`config.mk`:
```
export PLATFORM = sky130hd
export DESIGN_NAME = apb_led_seq
export DESIGN_NICKNAME = d
export VERILOG_FILES = /design/src/rtl/apb_led_seq_pkg.sv /design/src/rtl/apb_led_seq_sync_fifo.sv /design/src/rtl/apb_led_seq.sv
export SDC_FILE = /design/constraint.sdc
export NUM_CORES = 1
export LEC_CHECK = 0
export CAP_MARGIN = 20
export CORE_ASPECT_RATIO = 1.4
export CORE_UTILIZATION = 55
export CTS_BUF_LIST = sky130_fd_sc_hd__clkbuf_4 sky130_fd_sc_hd__clkbuf_8
export DETAILED_ROUTE_END_ITERATION = 16
export GPL_ROUTABILITY_DRIVEN = 0
export PLACE_DENSITY = 0.78
export SLEW_MARGIN = 20
export SYNTH_ARGS = -nofsm -noshare
export SYNTH_HDL_FRONTEND = slang
export SYNTH_SLANG_ARGS = --single-unit
```
`constraint.sdc`:
```
create_clock -name clk -period 4.8 [get_ports clk]
set_input_delay 1.44 -clock clk [delete_from_list [all_inputs] [get_ports clk]]
set_output_delay 1.44 -clock clk [all_outputs]
set_load 0.02 [all_outputs]
```
`src/rtl/apb_led_seq_pkg.sv`:
```
// Shared definitions for the APB LED sequencer: register map, CTRL/STATUS bit
// positions and the sequencer state encoding.
package apb_led_seq_pkg;

    localparam logic [3:0] OFFSET_DATA   = 4'h0;
    localparam logic [3:0] OFFSET_STATUS = 4'h4;
    localparam logic [3:0] OFFSET_CTRL   = 4'h8;
    localparam logic [3:0] OFFSET_PERIOD = 4'hC;

    localparam int CTRL_ENABLE = 0;
    localparam int CTRL_FLUSH  = 1;

    localparam int STATUS_COUNT_LSB = 0;
    localparam int STATUS_COUNT_MSB = 4;
    localparam int STATUS_EMPTY     = 5;
    localparam int STATUS_FULL      = 6;
    localparam int STATUS_RUNNING   = 7;
    localparam int STATUS_SW_LSB    = 8;

    localparam int PERIOD_W = 24;

    typedef enum logic {
        ST_IDLE = 1'b0,
        ST_SHOW = 1'b1
    } state_t;

    // Only address bits [3:2] select a register; this maps a byte offset to that index.
    function automatic logic [1:0] reg_index(input logic [3:0] offset);
        return offset[3:2];
    endfunction

endpackage

```
`src/rtl/apb_led_seq_sync_fifo.sv`:
```
// Synchronous show-ahead FIFO with a one-cycle flush; a push is refused when
// full (pre-edge count) and a flush overrides any push or pop in its cycle.
module sync_fifo #(
    parameter int WIDTH = 8,
    parameter int DEPTH = 8
) (
    input  logic                       clk,
    input  logic                       rst_n,
    input  logic                       push,
    input  logic                       pop,
    input  logic                       flush,
    input  logic [WIDTH-1:0]           din,
    output logic [WIDTH-1:0]           dout,
    output logic                       full,
    output logic                       empty,
    output logic [$clog2(DEPTH):0]     count
);

    localparam int AW = $clog2(DEPTH);

    logic [WIDTH-1:0] mem [DEPTH];
    logic [AW-1:0]    wr_ptr;
    logic [AW-1:0]    rd_ptr;
    logic [AW:0]      count_q;
    logic             do_push;
    logic             do_pop;

    assign full    = (count_q == (AW+1)'(DEPTH));
    assign empty   = (count_q == '0);
    assign count   = count_q;
    assign dout    = mem[rd_ptr];
    assign do_push = push & ~full & ~flush;
    assign do_pop  = pop & ~empty & ~flush;

    always_ff @(posedge clk or negedge rst_n) begin
        if (!rst_n) begin
            wr_ptr  <= '0;
            rd_ptr  <= '0;
            count_q <= '0;
        end else if (flush) begin
            wr_ptr  <= '0;
            rd_ptr  <= '0;
            count_q <= '0;
        end else begin
            if (do_push) wr_ptr <= wr_ptr + AW'(1);
            if (do_pop)  rd_ptr <= rd_ptr + AW'(1);
            case ({do_push, do_pop})
                2'b10:   count_q <= count_q + (AW+1)'(1);
                2'b01:   count_q <= count_q - (AW+1)'(1);
                default: count_q <= count_q;
            endcase
        end
    end

    // Storage is not reset; entries are only visible through the counted range.
    always_ff @(posedge clk) begin
        if (do_push) mem[wr_ptr] <= din;
    end

endmodule

```
`src/rtl/apb_led_seq.sv`:
```
// APB-programmed LED pattern sequencer: patterns are queued through DATA and
// each is shown on led for max(PERIOD,1) cycles while CTRL.enable is set.
module apb_led_seq
    import apb_led_seq_pkg::*;
#(
    parameter int                  FIFO_DEPTH = 8,
    parameter logic [PERIOD_W-1:0] PERIOD_RST = 24'h000010
) (
    input  logic        clk,
    input  logic        rst_n,
    input  logic [31:0] PADDR,
    input  logic        PSEL,
    input  logic        PENABLE,
    input  logic        PWRITE,
    input  logic [31:0] PWDATA,
    output logic        PREADY,
    output logic [31:0] PRDATA,
    output logic        PSLVERR,
    output logic [7:0]  led,
    input  logic [7:0]  sw
);

    localparam logic [1:0] IDX_DATA   = reg_index(OFFSET_DATA);
    localparam logic [1:0] IDX_STATUS = reg_index(OFFSET_STATUS);
    localparam logic [1:0] IDX_CTRL   = reg_index(OFFSET_CTRL);
    localparam logic [1:0] IDX_PERIOD = reg_index(OFFSET_PERIOD);
    localparam int         CW         = $clog2(FIFO_DEPTH) + 1;

    logic                access;
    logic                addr_ok;
    logic [1:0]          idx;
    logic                wr_access;
    logic                rd_access;
    logic                ctrl_write;
    logic                period_write;
    logic                fifo_push;
    logic                fifo_pop;
    logic                fifo_full;
    logic                fifo_empty;
    logic [CW-1:0]       fifo_count;
    logic [7:0]          fifo_dout;
    logic                enable;
    logic                flush_q;
    logic [PERIOD_W-1:0] period;
    logic [PERIOD_W-1:0] dwell;
    logic [PERIOD_W-1:0] dwell_next;
    logic [PERIOD_W-1:0] dwell_load;
    logic [7:0]          led_next;
    logic [7:0]          sw_meta;
    logic [7:0]          sw_sync;
    logic [31:0]         status;
    logic                pattern_ready;
    logic                unused_bits;
    state_t              state;
    state_t              state_next;

    assign PREADY       = 1'b1;
    assign access       = PSEL & PENABLE;
    assign addr_ok      = (PADDR[31:4] == 28'd0);
    assign idx          = PADDR[3:2];
    assign wr_access    = access & PWRITE & addr_ok;
    assign rd_access    = access & ~PWRITE & addr_ok;
    assign ctrl_write   = wr_access & (idx == IDX_CTRL);
    assign period_write = wr_access & (idx == IDX_PERIOD);
    assign fifo_push    = wr_access & (idx == IDX_DATA);
    assign unused_bits  = ^{PADDR[1:0], PWDATA[31:24]};

    sync_fifo #(
        .WIDTH (8),
        .DEPTH (FIFO_DEPTH)
    ) u_fifo (
        .clk   (clk),
        .rst_n (rst_n),
        .push  (fifo_push),
        .pop   (fifo_pop),
        .flush (flush_q),
        .din   (PWDATA[7:0]),
        .dout  (fifo_dout),
        .full  (fifo_full),
        .empty (fifo_empty),
        .count (fifo_count)
    );

    // Flush is registered from the CTRL write, so it empties the FIFO on the
    // following edge and swallows any push or pop arriving in that cycle.
    always_ff @(posedge clk or negedge rst_n) begin
        if (!rst_n) begin
            enable  <= 1'b0;
            flush_q <= 1'b0;
            period  <= PERIOD_RST;
        end else begin
            flush_q <= ctrl_write & PWDATA[CTRL_FLUSH];
            if (ctrl_write)   enable <= PWDATA[CTRL_ENABLE];
            if (period_write) period <= PWDATA[PERIOD_W-1:0];
        end
    end

    always_ff @(posedge clk or negedge rst_n) begin
        if (!rst_n) begin
            sw_meta <= '0;
            sw_sync <= '0;
        end else begin
            sw_meta <= sw;
            sw_sync <= sw_meta;
        end
    end

    always_comb begin
        status = '0;
        status[STATUS_COUNT_MSB:STATUS_COUNT_LSB] = 5'(fifo_count);
        status[STATUS_EMPTY]   = fifo_empty;
        status[STATUS_FULL]    = fifo_full;
        status[STATUS_RUNNING] = (state != ST_IDLE);
        status[STATUS_SW_LSB +: 8] = sw_sync;
    end

    always_comb begin
        PRDATA = '0;
        if (rd_access) begin
            case (idx)
                IDX_STATUS: PRDATA = status;
                IDX_CTRL:   PRDATA = {31'd0, enable};
                IDX_PERIOD: PRDATA = {{(32-PERIOD_W){1'b0}}, period};
                default:    PRDATA = '0;
            endcase
        end
    end

    always_comb begin
        PSLVERR = 1'b0;
        if (access) begin
            PSLVERR = ~addr_ok
                    | (PWRITE  & (idx == IDX_STATUS))
                    | (~PWRITE & (idx == IDX_DATA))
                    | (PWRITE  & (idx == IDX_DATA) & fifo_full & ~flush_q);
        end
    end

    assign dwell_load    = (period == '0) ? '0 : period - PERIOD_W'(1);
    assign pattern_ready = ~fifo_empty & ~flush_q;

    always_ff @(posedge clk or negedge rst_n) begin
        if (!rst_n) begin
            state <= ST_IDLE;
            dwell <= '0;
            led   <= 8'h00;
        end else begin
            state <= state_next;
            dwell <= dwell_next;
            led   <= led_next;
        end
    end

    // A reload at dwell 0 pops the next pattern on the same edge, so patterns
    // follow each other without an idle cycle in between.
    always_comb begin
        state_next = state;
        dwell_next = dwell;
        led_next   = led;
        fifo_pop   = 1'b0;
        case (state)
            ST_IDLE: begin
                if (enable && pattern_ready) begin
                    fifo_pop   = 1'b1;
                    led_next   = fifo_dout;
                    dwell_next = dwell_load;
                    state_next = ST_SHOW;
                end
            end
            ST_SHOW: begin
                if (dwell != '0) begin
                    dwell_next = dwell - PERIOD_W'(1);
                end else if (enable && pattern_ready) begin
                    fifo_pop   = 1'b1;
                    led_next   = fifo_dout;
                    dwell_next = dwell_load;
                end else begin
                    state_next = ST_IDLE;
                end
            end
            default: state_next = ST_IDLE;
        endcase
    end

endmodule

```
==> impl_metrics.json, run 1 <==
{
  "die_x_um": 98.7,
  "power_mw": 2.41,
  "core_mm2": 0.0128,
  "vias_per_cell": 6.08,
  "finalSetupViolCount": 0,
  "reg2reg_to": "u_fifo.count[3]$_DFFE_PN0P_",
  "seq_power_share_pct": 55.6,
  "port-buffer-count": 99,
  "wl_per_cell_um": 19.7,
  "drc_errors": 0,
  "hold_viol": 0,
  "num_vias": 5317,
  "ios": 119,
  "grt_first_pass_wirelength_um": 28200,
  "fin_crit_ns": 4.76,
  "ys.flop_type": "dfrtp_1",
  "cp-start-kind": "input pin",
  "worstSkewPairLatency_ns": 0.44,
  "antenna_cells": 0,
  "cp_common_cell": "buf_6",
  "reg2reg_depth": 13,
  "status": "finished clean",
  "ir_drop_mv": 0.206,
  "critPathKind": "input pin to primary output",
  "grt_pass1_vias": 5554,
  "hpwl_um": 12300,
  "route.antenna.remaining_nets": 0,
  "worstSetupEndpointType": "primary output",
  "post-place-ws_ns": -0.581,
  "wl_um": 17200,
  "cts_buffers": 17,
  "numClockSinks": 149,
  "power.internal_mw": 1.86,
  "maxSlewViolCount": 0,
  "rr_startpoint": "dwell[0]$_DFF_PN0_",
  "cp.required_ns": 3.36,
  "placed_cell_area_mm2": 0.00847,
  "maxCapViolations": 0,
  "yosys_warnings": 0,
  "cpPeakStageDelay_ns": 0.44,
  "switching_power_mw": 0.543,
  "die_y_um": 137,
  "layout-drive-gt1-share_pct": 23.3,
  "setup_slack_ns": 0.0422,
  "rrSetupSlack_ns": 1.39,
  "grt_usage_pct": 27.6,
  "tritoncts": "done",
  "cp_top_family": "simple AND/OR/NAND/NOR gates",
  "grt-ovfl-total": 0,
  "ys_seq_elements": 149,
  "maxSlewHeadroom_pct": 38.5,
  "dr.pass1.iters": 7,
  "yosysSeqAreaShare_pct": 56.3,
  "synth_area_mm2": 0.00720,
  "synth_edf_count": 64,
  "cp.buffers_inverters": 4,
  "power.leakage_nw": 3.83,
  "yosys.cell_types.count": 69,
  "min_from": "sw_meta[7]$_DFF_PN0_",
  "clockRootBuffer": "clkbuf_8",
  "cts.path.max_buffers": 2,
  "start_util_pct": 56.2,
  "worstPathArrival_ns": 3.32,
  "swShare_pct": 22.6,
  "p_per_area_mw_per_mm2": 269,
  "path_clk_slew_ns": 0.08,
  "syn2layout_area_growth_pct": 24.4,
  "row_count": 49,
  "drt-initial-drc-count": 355,
  "min_period_over_period_pct": 99.1,
  "crit_slowest_cell": "clkdlybuf4s50_1",
  "holdCritPathClass": "flip-flop to flip-flop",
  "skew_ns": 0.0125,
  "final_nets": 794,
  "clkPwrFrac_pct": 40.0,
  "comb_power_share_pct": 4.4,
  "fin_tns_setup_ns": 0,
  "path_cells": "clkdlybuf4s50_1 > nor4_2 > nand2_1 > nor4_4 > buf_4 > and2_4 > buf_6 > and3_4 > buf_6",
  "cp_max_fo": 5,
  "syn_area_per_cell_um2": 12.3,
  "ctsHtreeMaxLevel": 4,
  "grt_max_degree": 70,
  "tightest_slew_ns": 0.922,
  "post-route-cell-area_mm2": 0.00896,
  "max_freq_mhz": 210,
  "whs_endpoint": "sw_sync[7]$_DFF_PN0_",
  "synthCells": 584,
  "dieArea_mm2": 0.0136,
  "synthArstFlopShare_pct": 57.0,
  "antenna_found_initial": 0,
  "hold_depth": 0
}
## worst max-delay path by stage
| stage | startpoint | end | slack [ns] | cells after the start |
|---|---|---|---|---|
| final | PADDR[23] | PRDATA[21] | 0.04 | 9 |
| after global routing | PADDR[23] | PRDATA[16] | -0.05 | 9 |
| after CTS | PADDR[29] | PRDATA[20] | -0.001 | 8 |
| after detailed placement | PADDR[14] | PRDATA[21] | -0.58 | 9 |
| after global placement | PADDR[13] | PRDATA[21] | -0.48 | 9 |
| after floorplan | PADDR[14] | PRDATA[10] | 0.26 | 6 |
## flip-flops by register name, indices dropped and copies added, names as in the netlist
signal / flops
u_fifo.mem: 64
dwell: 24
period: 24
led: 8
sw_meta: 8
sw_sync: 8
u_fifo.count: 4
u_fifo.rd_ptr: 3
u_fifo.wr_ptr: 3
enable: 1
flush_q: 1
state: 1
## routing by layer
metal  share of wire (%)  track usage [%]  vias to the layer above  wire (um)
met5                   0                0                        -          0
met2                  56             53.2                      202       9730
met4                 3.1             13.4                        0        527
li1                    -                -                     2430          -
met3                 4.5             4.36                       51        778
met1                  36             29.2                     2634       6200
## cells in the mapped netlist, types with 16 or more instances
cell type / number / area (um2)
nor4_1: 18 / 113
o21ai_0: 17 / 85.1
nor2_1: 57 / 214
nand2_1: 43 / 161
dfrtp_1: 84 / 2100
edfxtp_1: 64 / 1920
nor3_1: 17 / 85.1
mux2i_1: 24 / 240
clkbuf_1: 16 / 60.1
mux2_2: 26 / 293
mux4_2: 16 / 360
## cell families after synthesis
kind of cell               Yosys count  share of synthesized area [%]
buffers and inverters               39                           2.57
xor gates and xnor gates            25                           3.04
adders and majority gates            8                           1.49
AOI/OAI and AO/OA                   81                           7.77
DFF                                149                           56.3
other                                2                          0.104
muxes                               66                           12.4
and+or+nand+nor                    214                           16.3
## metrics by stage
stage	cells	hold WS, ns	utilization (%)
2_1_floorplan	591	0.331	-
6_report	875	0.356	69.9
5_1_grt	875	0.364	69.9
3_5_place_dp	840	0.335	66.1
4_1_cts	873	0.355	69.0
3_3_place_gp	840	0.334	66.1
## power groups by stage
stage / Sequential [mW] / Clock, mW / Combinational (mW)
finish: 1.34 / 0.962 / 0.107
global route: 1.34 / 1.03 / 0.115
CTS: 1.34 / 0.978 / 0.106
detailed placement: 1.36 / 0 / 0.106
global placement: 1.36 / 0 / 0.103
floorplan: 1.36 / 0 / 0.0261
## repair_timing
item / in CTS / in global routing
hold endpoints to repair: 0 / 0
resized for setup: 125 / 32
hold buffers: 0 / 0
gates cloned: 1 / 0
pin swaps: 3 / 8
setup buffers: 0 / 2
endpoints found under the setup margin: 25 / 25
## cell type report
type	instances	area, um2
Clock buffer	18	241
Clock inverter	14	151
Fill cell	900	3860
Inverter	9	35.0
Multi-Input combinational cell	403	3080
Sequential cell	149	4050
Tap cell	153	191
Timing Repair Buffer	129	1200
## placed cells by master (no fill, tap or decap), types with 17 or more instances in the layout
cell | Yosys | routed
mux2_2 | 26 | 26
edfxtp_1 | 64 | 64
clkbuf_8 | 0 | 17
nand2_1 | 43 | 42
nor3_1 | 17 | 17
nor2_1 | 57 | 57
o21ai_0 | 17 | 17
clkdlybuf4s50_1 | 0 | 57
dfrtp_1 | 84 | 83
buf_4 | 9 | 37
mux2i_1 | 24 | 24
## worst register-to-register path: stages, from the launching register on
cell	delay (ns)
dfrtp_1	0.44
inv_1	0.10
ha_1	0.17
nor4b_1	0.38
nand4b_2	0.20
o31a_1	0.36
or3_4	0.41
clkinv_2	0.11
ha_1	0.24
a21o_1	0.18
a21o_1	0.18
nor4_1	0.27
nor3_1	0.09
nor3_1	0.21
No activity file was read; power rests on OpenSTA's default activity.
==> run 2: changes to the inputs <==
--- a/config.mk
+++ b/config.mk
@@ -7,11 +7,13 @@
 export LEC_CHECK = 0
 export CAP_MARGIN = 20
 export CORE_ASPECT_RATIO = 1.4
+export CORE_MARGIN = 2
 export CORE_UTILIZATION = 55
 export CTS_BUF_LIST = sky130_fd_sc_hd__clkbuf_4 sky130_fd_sc_hd__clkbuf_8
 export DETAILED_ROUTE_END_ITERATION = 16
 export GPL_ROUTABILITY_DRIVEN = 0
 export PLACE_DENSITY = 0.78
+export REMOVE_ABC_BUFFERS = 1
 export SLEW_MARGIN = 20
 export SYNTH_ARGS = -nofsm -noshare
 export SYNTH_HDL_FRONTEND = slang
==> impl_metrics.json, run 2 (synthesis results as in run 1) <==
{
  "status": "finished clean",
  "cts.path.max_buffers": 2,
  "worstSetupEndpointType": "primary output",
  "grt_usage_pct": 25.9,
  "drt-initial-drc-count": 324,
  "clockRootBuffer": "clkbuf_8",
  "power.leakage_nw": 3.87,
  "skew_ns": 0.0198,
  "grt_max_degree": 86,
  "ctsHtreeMaxLevel": 4,
  "grt_first_pass_wirelength_um": 27800,
  "cp.required_ns": 3.36,
  "wl_um": 17300,
  "regMostFlops": "u_fifo.mem",
  "drc_errors": 0,
  "min_from": "sw_meta[2]$_DFF_PN0_",
  "reg2reg_depth": 13,
  "tightest_slew_ns": 0.903,
  "vias_per_cell": 6.03,
  "finalSetupViolCount": 0,
  "finalHoldWorstSlack_ns": 0.353,
  "critPathKind": "input pin to primary output",
  "row_count": 49,
  "port-buffer-count": 99,
  "min_period_over_period_pct": 99.2,
  "hold_viol": 0,
  "reg_top3": "u_fifo.mem (64), dwell (24), period (24)",
  "worstSkewPairLatency_ns": 0.45,
  "final_cells": 873,
  "worstPathArrival_ns": 3.32,
  "dieArea_mm2": 0.0140,
  "mostFrequentLayoutCell": "dfrtp_1",
  "regArea_mm2": 0.00405,
  "rrSetupSlack_ns": 1.52,
  "final_cell_mix": "dfrtp_1 (83), edfxtp_1 (64), nor2_1 (55), clkdlybuf4s50_1 (53), nand2_1 (43)",
  "maxSlewViolCount": 0,
  "path_clk_slew_ns": 0.08,
  "cp_max_fo": 5,
  "start_util_pct": 56.2,
  "ios": 119,
  "fin_crit_ns": 4.76,
  "fin_util_pct": 69.8,
  "max_freq_mhz": 210,
  "route.antenna.remaining_nets": 0,
  "p_per_area_mw_per_mm2": 273,
  "top_layer": "met4",
  "place_inst": 840,
  "wl_per_cell_um": 19.8,
  "cp-start-kind": "input pin",
  "fill_cells": 890,
  "whs_endpoint": "sw_sync[2]$_DFF_PN0_",
  "antenna_cells": 0,
  "hold_depth": 0,
  "met2WireLength_um": 9450,
  "ir_drop_mv": 0.241,
  "maxSlewHeadroom_pct": 39.7,
  "wl_met3_um": 847,
  "syn2layout_area_growth_pct": 24.2,
  "grt_pass1_vias": 5409,
  "maxCapViolations": 0,
  "hpwl_um": 12100,
  "layout-drive-gt1-share_pct": 23.3,
  "largest_reg_flops": 64,
  "multi_input_area_mm2": 0.00309,
  "core_mm2": 0.0128,
  "cts_buffers": 17,
  "cts_hold_buf": 0,
  "num_vias": 5268,
  "holdCritPathClass": "flip-flop to flip-flop",
  "die_y_um": 139,
  "final_nets": 792,
  "numClockSinks": 149,
  "dr.pass1.iters": 6,
  "tritoncts": "done",
  "antenna_found_initial": 0,
  "grt-ovfl-total": 0,
  "rr_startpoint": "dwell[0]$_DFF_PN0_",
  "reg2reg_to": "u_fifo.count[3]$_DFFE_PN0P_",
  "die_x_um": 101,
  "m1WireLength_um": 6490
}
[run 2: cell types whose count changed in the layout (fill, tap and decap cells not counted), sizes merged]
cell,change
inv,+5
clkdlybuf4s50,-4
buf,-3
clkinv,-3
dlymetal6s2s,+3
clkbuf,-1
clkdlybuf4s15,+1
clkinvlp,-1
dlygate4sd2,+1
[run 2: what timing repair did]
item / 4_1_cts / 5_1_grt
resized for setup: 117 / 36
setup endpoints to repair: 25 / 25
hold endpoints to repair: 0 / 0
buffers inserted: 0 / 0
gates cloned: 1 / 0
pin swaps: 5 / 9
[run 2: worst max path at each step]
| stage | start | to | slack, ns | cells past startpoint |
|---|---|---|---|---|
| 2_1_floorplan | PADDR[14] | PRDATA[10] | 0.30 | 5 |
| 3_3_place_gp | PADDR[5] | PRDATA[4] | -0.53 | 9 |
| 3_5_place_dp | PADDR[5] | PRDATA[4] | -0.61 | 9 |
| 4_1_cts | PADDR[13] | PRDATA[10] | 0.02 | 9 |
| 5_1_grt | PADDR[18] | PRDATA[17] | -0.007 | 9 |
| 6_report | PADDR[6] | PRDATA[17] | 0.04 | 9 |
[run 2: critical path, stage by stage]
cell and delay (ns):
clkdlybuf4s50_1 0.42, nor4_2 0.14, nand4_1 0.23, nor4_4 0.32, buf_4 0.16, and2_4 0.16
buf_6 0.13, and3_1 0.17, buf_4 0.14
[run 2: power by group]
group / switching [mW] / leakage, nW / internal [mW] / total [mW]
registers: 0.00165 / 1.70 / 1.34 / 1.34
clock network: 0.517 / 0.202 / 0.477 / 0.994
logic: 0.0509 / 1.96 / 0.0559 / 0.107
total: 0.569 / 3.87 / 1.87 / 2.44
[run 2: stage by stage]
stage                     total power, mW  worst slack [ns]  instance area [um2]  setup TNS (ns)
after floorplan                      1.38             0.299                 7070               0
after global placement               1.47            -0.531                 8460          -11.47
after detailed placement             1.47            -0.612                 8460          -12.99
after CTS                            2.46            0.0157                 8810               0
after global routing                 2.52          -0.00700                 8940        -0.00700
final                                2.44            0.0395                 8940               0
[run 2: layer usage]
metal  track usage (%)  vias up
li1                  -     2421
met1              29.5     2625
met2              46.5      177
met3              5.02       45
met4              10.9        0
met5                 0        -
[run 2: final cells by class]
type                       count  area share [%]
clock buffer                  17            2.62
clock inverter                15            1.89
inverter                       9           0.392
multi-input combinational    403            34.5
sequential                   149            45.3
tap                          153            2.14
timing repair buffer         127            13.1
